$ cat config.mk
export PLATFORM = sky130hd
export DESIGN_NAME = ula_seq
export DESIGN_NICKNAME = d
export VERILOG_FILES = /design/src/rtl/ula_seq.sv
export SDC_FILE = /design/constraint.sdc
export NUM_CORES = 1
export LEC_CHECK = 0
export ABC_CLOCK_PERIOD_IN_PS = 2600
export CORE_ASPECT_RATIO = 0.7
export CORE_MARGIN = 1
export CORE_UTILIZATION = 53
export DETAILED_ROUTE_END_ITERATION = 10
export GPL_ROUTABILITY_DRIVEN = 0
export GPL_TIMING_DRIVEN = 0
export PLACE_DENSITY_LB_ADDON = 0.25
export SYNTH_ARGS = -nofsm -noshare
export SYNTH_HDL_FRONTEND = slang
export SYNTH_SLANG_ARGS = --single-unit
$ cat constraint.sdc
create_clock -name clk -period 2.6 [get_ports clk]
set_input_delay 0.26 -clock clk [delete_from_list [all_inputs] [get_ports clk]]
set_output_delay 0.26 -clock clk [all_outputs]
set_load 0.02 [all_outputs]
$ cat src/rtl/ula_seq.sv
// Clocked ALU with operand and result valid/ready handshakes.
// Multiplication is a WIDTH-iteration shift-add; every other op completes in one cycle.
module ula_seq #(
    parameter int WIDTH = 8
) (
    input  logic                 clk,
    input  logic                 rst_n,
    input  logic [WIDTH-1:0]     a,
    input  logic [WIDTH-1:0]     b,
    input  logic [3:0]           selectors,
    input  logic                 in_valid,
    output logic                 in_ready,
    output logic [2*WIDTH-1:0]   result,
    output logic                 zero_flag,
    output logic                 sign_flag,
    output logic                 err_flag,
    output logic                 out_valid,
    input  logic                 out_ready,
    output logic                 busy
);

    localparam int RW = 2 * WIDTH;
    localparam int CW = (WIDTH > 2) ? $clog2(WIDTH) : 1;

    localparam logic [3:0] OP_ADD  = 4'd0;
    localparam logic [3:0] OP_SUB  = 4'd1;
    localparam logic [3:0] OP_MUL  = 4'd2;
    localparam logic [3:0] OP_AND  = 4'd3;
    localparam logic [3:0] OP_OR   = 4'd4;
    localparam logic [3:0] OP_NAND = 4'd5;
    localparam logic [3:0] OP_XOR  = 4'd6;
    localparam logic [3:0] OP_NOR  = 4'd7;
    localparam logic [3:0] OP_EQ   = 4'd8;
    localparam logic [3:0] OP_GTE  = 4'd9;
    localparam logic [3:0] OP_LTE  = 4'd10;

    typedef enum logic [1:0] {
        IDLE = 2'd0,
        MUL  = 2'd1,
        DONE = 2'd2
    } state_t;

    state_t            state;
    state_t            state_next;
    logic [CW-1:0]     cnt;
    logic [RW-1:0]     acc;
    logic [RW-1:0]     mcand;
    logic [WIDTH-1:0]  mplier;
    logic [RW-1:0]     acc_step;
    logic [RW-1:0]     alu_res;
    logic              alu_err;
    logic [RW-1:0]     a_ext;
    logic [RW-1:0]     b_ext;
    logic              accept;
    logic              mul_last;

    assign in_ready  = (state == IDLE);
    assign out_valid = (state == DONE);
    assign busy      = (state != IDLE);
    assign accept    = in_valid && in_ready;
    assign mul_last  = (state == MUL) && (cnt == CW'(WIDTH - 1));

    assign a_ext    = {{WIDTH{1'b0}}, a};
    assign b_ext    = {{WIDTH{1'b0}}, b};
    assign acc_step = acc + (mplier[0] ? mcand : '0);

    // Single-cycle operations; subtraction at 2*WIDTH bits yields the sign extension directly.
    always_comb begin
        alu_res = '0;
        alu_err = 1'b0;
        case (selectors)
            OP_ADD:  alu_res = a_ext + b_ext;
            OP_SUB:  alu_res = a_ext - b_ext;
            OP_AND:  alu_res = {{WIDTH{1'b0}}, a & b};
            OP_OR:   alu_res = {{WIDTH{1'b0}}, a | b};
            OP_NAND: alu_res = {{WIDTH{1'b0}}, ~(a & b)};
            OP_XOR:  alu_res = {{WIDTH{1'b0}}, a ^ b};
            OP_NOR:  alu_res = {{WIDTH{1'b0}}, ~(a | b)};
            OP_EQ:   alu_res = {{(RW-1){1'b0}}, (a == b)};
            OP_GTE:  alu_res = {{(RW-1){1'b0}}, (a >= b)};
            OP_LTE:  alu_res = {{(RW-1){1'b0}}, (a <= b)};
            OP_MUL:  alu_res = '0;
            default: alu_err = 1'b1;
        endcase
    end

    always_comb begin
        state_next = state;
        case (state)
            IDLE: if (accept) state_next = (selectors == OP_MUL) ? MUL : DONE;
            MUL:  if (mul_last) state_next = DONE;
            DONE: if (out_ready) state_next = IDLE;
            default: state_next = IDLE;
        endcase
    end

    always_ff @(posedge clk or negedge rst_n) begin
        if (!rst_n) state <= IDLE;
        else        state <= state_next;
    end

    always_ff @(posedge clk or negedge rst_n) begin
        if (!rst_n) begin
            result    <= '0;
            zero_flag <= 1'b1;
            sign_flag <= 1'b0;
            err_flag  <= 1'b0;
            cnt       <= '0;
            acc       <= '0;
            mcand     <= '0;
            mplier    <= '0;
        end else if (accept) begin
            if (selectors == OP_MUL) begin
                acc    <= '0;
                mcand  <= a_ext;
                mplier <= b;
                cnt    <= '0;
            end else begin
                result    <= alu_res;
                zero_flag <= (alu_res == '0);
                sign_flag <= alu_res[RW-1];
                err_flag  <= alu_err;
            end
        end else if (state == MUL) begin
            acc    <= acc_step;
            mcand  <= mcand << 1;
            mplier <= mplier >> 1;
            cnt    <= cnt + CW'(1);
            // Last iteration: publish the sum including this cycle's partial product.
            if (mul_last) begin
                result    <= acc_step;
                zero_flag <= (acc_step == '0);
                sign_flag <= acc_step[RW-1];
                err_flag  <= 1'b0;
            end
        end
    end

endmodule

Yosys cells after proc, flatten, opt, wreduce, memory -nomap -nowiden
Cells that the tools add are included.

word-level totals
  register bits = 64
  output and inout port bits = 22
  logic and storage cells = 88

cells by class
  reduce and logical (&&, ||, !) cells = 13
  bitwise logic cells = 5
  equality and inequality tests = 19
  $add $sub $neg = 4
  multiplexer cells = 36
  magnitude comparators = 2

operators by type and width
  kind                count
  $mux 16             11
  $pmux 16 s10        1
  $logic_not 16->1    2
  $mux 8              3
  $add 16x16->16      1
  $eq 4x3->1 const B  4
  $not 8->8           2
  $mux 1              13
  $eq 4x4->1 const B  3
  $reduce_or 10->1    1
  $add 8x8->9         1
  $mux 3              3
  $sub 8x8->9         1
  $and 8x8->8         1
  $eq 4x2->1 const B  2
  $eq 8x8->1          1
  $ge 8x8->1          1
  $le 8x8->1          1
  $mux 2              4
  $or 8x8->8          1
  $xor 8x8->8         1
  $ne 2x1->1 const B  3
  $pmux 2 s3          1
  $reduce_and 3->1    2
  other kinds (11)    15

Depth between registers and ports, before layout
Gate-level depths: netlist (run 1).

  depth in word-level cells = 6
  gate-level depth with buffers = 11
  gate-level depth less buffers = 11

Worst setup path after synthesis (run 1)
No wires, ideal clock.

  path kind = input-to-reg
  start point = input a[0]
  end point = register zero_flag
  setup time = 0.062 ns
  cell stages on the path = 11
  arrival = 2.762 ns
  path slack = -0.224 ns
  cell sequence = inv_1 ha_1 fa_1 o21bai_1 a21oi_1 a221oi_1 o22ai_1 or4_1 or4_1 o31ai_1 a41o_1

between the ends
  word-level cells in the longest chain between the ends = 6

RTL lines
  item                                                 line  RTL
  start, declared                                      8     input logic [WIDTH-1:0] a,
  branches (longest 2 deep; another with $sub 8x8->9)  n/a
  $pmux 16 s10 *                                       71    case (selectors)
  $logic_not 16->1 *                                   120   zero_flag <= (alu_res == '0);
  $mux 1 *                                             113   if (selectors == OP_MUL) begin
  $mux 1 *                                             112   end else if (accept) begin
  end signal, assigned                                 120
  end signal, assigned                                 132   zero_flag <= (acc_step == '0);
  end, declared                                        14    output logic zero_flag,

Mark *: on every way between the ends. The select of a mux whose other input is x is not followed.
A chain may end at the register's enable or synchronous reset.

Worst setup path in the final report (run 1)
  start point = input a[6]
  end point = register zero_flag

The elaborated chain is that of the path after synthesis.

==> results of run 1 <==
[state kept, by name, indices dropped and copies added, names as in the netlist]
name / flops
zero_flag: 1
mplier: 8
state: 2
mcand: 16
cnt: 3
err_flag: 1
acc: 16
result: 16
[path summary, 6_finish.rpt]
path / slack [ps] / start / endpoint / cells past startpoint
max: -220 / a[6] / zero_flag / 10
min: 240 / a[0] / mcand[0] / 3
max reg2reg: -210 / mcand[0] / zero_flag / 11
min reg2reg: 480 / result[7] / result[7] / 2
max in group asynchronous: 1500 / rst_n / zero_flag / 3
min in group asynchronous: 450 / rst_n / err_flag / 2
[worst reg2reg max path, delay by kind of cell, from the launching register on]
kind                     cells  cell delay, ps
XOR/XNOR                     1             160
AO/OA/AOI/OAI                5            1240
flip-flops                   1             410
AND/OR/NAND/NOR              3             400
adder cells (fa/ha/maj)      2             560
[repair_timing]
| action | in CTS | in global routing |
|---|---|---|
| resized for setup | 56 | 58 |
| pin swaps | 18 | 18 |
| endpoints found under the setup margin | 50 | 18 |
| cloned | 0 | 0 |
| hold buffers | 1 | 0 |
| buffers inserted | 8 | 1 |
| endpoints found under the hold margin | 23 | 0 |
[layout make-up]
cell class	instances	share of cell area, %
Sequential cell	63	24.4
Clock inverter	4	0.734
Inverter	30	1.74
Tap cell	124	2.40
Clock buffer	10	3.69
Buffer	35	2.97
Timing Repair Buffer	54	8.09
Multi-Input combinational cell	483	56.0
[power groups by stage]
stage	Clock, mW	Sequential, mW	Combinational, mW
after floorplan	0	1.72	1.34
after global placement	0	1.66	2.08
after detailed placement	0	1.68	2.16
after CTS	1.20	1.67	2.38
after global routing	1.24	1.75	2.83
final	1.19	1.70	2.65
[layout by cell type, fill, tap and decap left out, drive strengths merged, types with 9 or more instances in the layout]
master / instances
nand2b: 9
buf: 22
mux2i: 24
o22ai: 9
inv: 30
nor3: 13
o21ai: 69
clkdlybuf4s50: 30
nand2: 90
a21oi: 42
nor2: 34
dfrtp: 62
xnor2: 14
clkbuf: 36
ha: 41
and2: 16
[cell usage after synthesis (5+ instances only)]
| master | number | area share [%] |
|---|---|---|
| nor2_1 | 33 | 2.5 |
| mux2i_1 | 24 | 4.8 |
| o21ai_0 | 63 | 6.2 |
| nor2b_1 | 5 | 0.62 |
| xnor2_1 | 14 | 2.4 |
| nand2b_1 | 9 | 1.1 |
| inv_1 | 29 | 2.2 |
| a22oi_1 | 8 | 1.2 |
| o22ai_1 | 9 | 1.1 |
| ha_1 | 41 | 10 |
| nand2_1 | 90 | 6.7 |
| clkbuf_1 | 25 | 1.9 |
| o21bai_1 | 7 | 1.0 |
| o31ai_1 | 7 | 1.0 |
| nor3_1 | 13 | 1.3 |
| dfrtp_1 | 62 | 31 |
| a211oi_1 | 8 | 1.2 |
| mux2_2 | 5 | 1.1 |
| and2_1 | 16 | 2.0 |
| o21ai_1 | 6 | 0.59 |
| nand3_1 | 6 | 0.59 |
| a21oi_1 | 42 | 4.2 |
[kinds of logic (layout without fill, tap and decap cells)]
logic type / Yosys count / after routing / share of synthesized area, %
fa+ha+maj: 44 / 44 / 11.3
xor+xnor: 16 / 16 / 2.78
flops: 63 / 63 / 31.2
buf+inv: 67 / 133 / 5.60
compound gates: 192 / 192 / 23.6
simple gates: 200 / 200 / 19.1
mux: 31 / 31 / 6.32
[metrics by stage]
stage | area (sq um) | utilization (%)
after global routing | 6480 | 70.8
after global placement | 5660 | 61.9
after CTS | 6230 | 68.1
final | 6480 | 70.8
after floorplan | 5070 | -
after detailed placement | 5670 | 62.0
[metal layers]
layer	wire length (um)	global-route usage (%)
met1	7000	44.2
met2	6740	46.1
met3	1990	14.0
met4	560	13.7
met5	0	0
==> run_results.csv, run 1 <==
group,metric,value,unit
outcome,status,"finished with violations",
outcome,violations,"negative setup slack",
clocking,clock_path_buffers,2,
yosys,seq_area_frac_synth,31.2,%
placement,portBuffers,43,
cells_and_area,stdcell_count,803,
cells_and_area,multiInputGateArea,3630,sq um
cells_and_area,area_growth,28.3,%
pwr,p_leak,2.85,nW
cells_and_area,seq_area,1580,sq um
pwr,swShare,40.8,%
sta,final_hold_viol_count,0,
setup_path,path_cells,"clkdlybuf4s50_1 > inv_1 > ha_1 > or3_4 > nor3_1 > or4_4 > o211ai_1 > or4_4 > o31ai_4 > a41o_1",
sta,layout_setup_ws,-224,ps
sta,max_freq,354,MHz
route,drt_first_pass_iters,5,
yosys,ys_seq_elements,63,
grt,grt_antenna_before_repair,0,
floorplanning,core_area,9140,sq um
clocking,htree_levels,3,
clocking,clock_latency,340,ps
floorplanning,fp-row-count,29,
route,vias_per_cell,6.52,
sta,slew_violations,0,
yosys,synth_warnings,0,
sta,final-setup-viol-count,5,
route,wl_per_cell,20.3,um
route,first_iter_violations,659,
setup_path,arrival,3110,ps
setup_path,crit_type,"input port to flip-flop",
sta,max_slew_margin,54.4,%
pwr,pwr-share-comb,47.7,%
pwr,power_density,856,nW/um^2
clocking,cts_tree,"yes",
setup_path,slowest_stage,"clkdlybuf4s50_1",
floorplanning,fp.dieH,83.7,um
yosys,synth-async-reset-ratio,100,%
setup_path,critPathBufInv,2,
cells_and_area,fillerInstances,703,
setup_path,cp_top_family,"simple AND/OR/NAND/NOR gates",
grt,grt_max_degree,41,
yosys,synth_cell_types,66,
yosys,syn_area_per_cell,8.24,sq um
clocking,cts-root-buf,"clkbuf_16",
setup_path,cp.required,2880,ps
pwr,irDropWorstVdd,0.000447,V
cells_and_area,layout.nets,744,
floorplanning,start_util,55.2,%
placement,hpwl,11600,um
job,maxCapViolations,0,
route,ant_nets,0,
cells_and_area,num_antenna_cells,0,
setup_path,start_kind,"input port",
sta,post-route-min-period,2820,ps
sta,holdWs,244,ps
grt,track_usage,32.9,%
yosys,syn_nets,681,
pwr,p_total,5.54,mW
sta,rsz0062_at_grt,"true",
sta,finalClockSkew,8.80,ps
placement,dpl.cell_count,781,
sta,worst_slew_pin_slew,684,ps
grt,overflow,0,
yosys,synth_edf_count,0,
clocking,numCtsBuffers,9,
setup_path,crit_path_max_incr_delay,600,ps
pwr,p_sw,2.26,mW
floorplanning,die_area,9930,sq um
pwr,power.internal,3.28,mW
route,wl,16300,um
yosys,synthFlopType,"dfrtp_1",
sta,min_period_over_period,109,%
grt,grt_pass1_wl,25000,um
setup_path,cpMostUsedCell,"or4_4",
floorplanning,die_x,119,um
pwr,seq_power_share,30.7,%
hold_path,hold_class,"input port to flip-flop",
setup_path,endpoint_kind,"flip-flop",
route,drc_errors,0,
cells_and_area,drive_gt1_share,18.0,%
grt,grt_pass1_vias,4846,
sta,setup-tns-final,-323,ps
route,vias,5237,
clocking,clk_pin_slew,60,ps
placement,place_ws,-1010,ps
floorplanning,ios,46,
clocking,cts.sinks,63,
pwr,clkPwrFrac,21.5,%
yosys,syn_area,5050,sq um
setup_path,crit_fanout,7,
yosys,netlist_instances,613,
(Power assumes the default switching activity.)
==> run 2, diff against run 1 <==
--- a/config.mk
+++ b/config.mk
@@ -6,6 +6,7 @@
 export NUM_CORES = 1
 export LEC_CHECK = 0
 export ABC_CLOCK_PERIOD_IN_PS = 2600
+export CAP_MARGIN = 40
 export CORE_ASPECT_RATIO = 0.7
 export CORE_MARGIN = 1
 export CORE_UTILIZATION = 53
==> run 2 against run 1 <==
Compared with the run above: the flow still finishes with violations (negative setup slack); final area rose by 6.8%; fmax fell by 10%; critical path type is now flip-flop to flip-flop; global-route usage rose by 0.80 points; core utilization rose by 4.8 points; routed wire length rose by 18%; combinational power rose by 26%; largest cell class unchanged; via count rose by 7.9%; worst hold slack improved by 98 ps; setup slack got worse by 310 ps.
==> run_results.csv, run 2 (same netlist as run 1, synthesis figures left out) <==
group,metric,value,unit
grt,grt-busiest-layer,"met2",
setup_path,crit_fanout,4,
cells_and_area,multiInputGateArea,3800,sq um
job,maxCapViolations,0,
setup_path,endpoint,"zero_flag",
floorplanning,start_util,55.2,%
pwr,p_leak,3.01,nW
setup_path,crit_path_max_incr_delay,470,ps
sta,max_freq,319,MHz
cells_and_area,layout.nets,773,
sta,rsz0062_at_grt,"true",
clocking,clk_pin_slew,60,ps
sta,final_hold_viol_count,0,
cells_and_area,drive_gt1_share,24.5,%
route,wl_per_cell,23.1,um
sta,min_period_over_period,121,%
hold_path,hold_path_depth,3,
cells_and_area,stdcell_count,834,
pwr,p_total,6.44,mW
floorplanning,die_x,119,um
floorplanning,fp-row-count,29,
route,ant_nets,0,
route,wl,19300,um
floorplanning,ios,46,
setup_path,crit_type,"flip-flop to flip-flop",
cells_and_area,fillerInstances,596,
clocking,cts-root-buf,"clkbuf_16",
grt,grt_pass1_vias,4965,
sta,layout_setup_ws,-539,ps
grt,overflow,0,
floorplanning,die_area,9930,sq um
cells_and_area,finalInstanceArea,6920,sq um
setup_path,cp_top_family,"compound AO/OA/AOI/OAI gates",
sta,worst_slew_pin_slew,721,ps
placement,place_area,5680,sq um
cells_and_area,area_growth,37.0,%
setup_path,r2r_end,"zero_flag",
route,first_iter_violations,859,
grt,use_met1,46.1,%
setup_path,reg2reg_slack,-540,ps
setup_path,cp.required,2890,ps
clocking,cts.sinks,63,
setup_path,path_cells,"and2_4 > ha_4 > fa_2 > a211oi_4 > o21bai_1 > a21oi_2 > xnor2_2 > nor3_2 > nand4_1 > a2111oi_2 > a41o_1",
sta,post-route-min-period,3140,ps
clocking,numCtsBuffers,9,
setup_path,worst_r2r_path_depth,11,
setup_path,endpoint_kind,"flip-flop",
clocking,clock_latency,350,ps
grt,grt_pass1_wl,25700,um
clocking,cts_tree,"yes",
cells_and_area,post-route-util,75.7,%
route,drt_first_pass_iters,8,
setup_path,cp_num_cells,11,
sta,final-setup-viol-count,16,
sta,slew_violations,0,
placement,portBuffers,43,
route,drc_errors,0,
setup_path,r2r_start,"mplier[0]",
grt,track_usage,33.7,%
clocking,htree_levels,3,
cells_and_area,mostFrequentLayoutCells,"nand2_1, dfrtp_1, o21ai_0",
cells_and_area,largest_registers,"acc (16), mcand (16), result (16)",
placement,dpl.cell_count,782,
grt,met3_usage,13.6,%
floorplanning,fp.dieH,83.7,um
grt,grt_max_degree,35,
clocking,clock_path_buffers,2,
route,vias_per_cell,6.78,
cells_and_area,layout.cells.most_common,"nand2_1",
cells_and_area,seq_area,1580,sq um
hold_path,hold_class,"input port to flip-flop",
setup_path,arrival,3430,ps
grt,grt_util_met2,47.0,%
placement,place_ws,-1010,ps
floorplanning,core_area,9140,sq um
setup_path,crit_start,"mplier[0]",
setup_path,critPathBufInv,0,
placement,hpwl,11500,um
grt,grt_antenna_before_repair,0,
cells_and_area,num_antenna_cells,0,
outcome,violations,"negative setup slack",
setup_path,start_kind,"flip-flop",
sta,max_slew_margin,51.9,%
setup_path,slowest_stage,"fa_2",
outcome,status,"finished with violations",
sta,finalClockSkew,10.1,ps
route,vias,5651,
pwr,power_density,930,nW/um^2
pwr,irDropWorstVdd,0.000609,V
[run 2: worst min-delay path by stage]
| stage | from | endpoint |
|---|---|---|
| after global placement | result[7] | result[7] |
| after global routing | a[0] | mcand[0] |
| after detailed placement | rst_n | err_flag |
| final | a[0] | mcand[0] |
| after CTS | a[0] | mcand[0] |
| after floorplan | rst_n | acc[0] |
[run 2: where the power goes]
group	switching, mW	internal, mW	leakage, nW	total (mW)
combinational	1.81	1.53	2.04	3.34
sequential	0.367	1.39	0.814	1.76
clock	0.471	0.865	0.156	1.34
[run 2: worst min-delay path: cells and delay by family]
kind | cells | cell delay, ps
and+or+nand+nor | 1 | 60
buffers and inverters | 1 | 250
AOI/OAI and AO/OA | 1 | 70
[run 2: what timing repair did]
action	CTS	global route
cloned	0	0
pin swaps	20	39
setup buffers	11	29
resized for setup	80	69
setup endpoints to repair	19	20
hold buffers	1	0
hold endpoints to repair	28	0
[run 2: per-layer routing]
| layer | up-vias | wire [um] | part of all wire [%] |
|---|---|---|---|
| li1 | 2374 | - | - |
| met1 | 2605 | 7370 | 38 |
| met2 | 536 | 7910 | 41 |
| met3 | 136 | 2910 | 15 |
| met4 | 0 | 1100 | 5.7 |
| met5 | - | 0 | 0 |
[run 2: stage by stage]
stage               hold slack [ps]  TNS [ps]
global placement                464    -70030
finish                          342     -3120
floorplan                     -35.6     -52.9
global route                    351     -4080
detailed placement              342     -7460
CTS                             328      -303
[run 2: cell type report]
type                       count  area share, %
buffer                        36           2.86
sequential                    63           22.8
clock buffer                  11           3.51
tap                          124           2.24
timing repair buffer          82           10.9
multi-input combinational    483           54.9
clock inverter                 5           1.18
inverter                      30           1.63
==> run 3, diff against run 2 <==
--- a/config.mk
+++ b/config.mk
@@ -10,6 +10,7 @@
 export CORE_ASPECT_RATIO = 0.7
 export CORE_MARGIN = 1
 export CORE_UTILIZATION = 53
+export CTS_CLUSTER_DIAMETER = 80
 export DETAILED_ROUTE_END_ITERATION = 10
 export GPL_ROUTABILITY_DRIVEN = 0
 export GPL_TIMING_DRIVEN = 0
==> results of run 3 <==
Same layout as run 2: the final DEF is identical, and so are final timing and power.
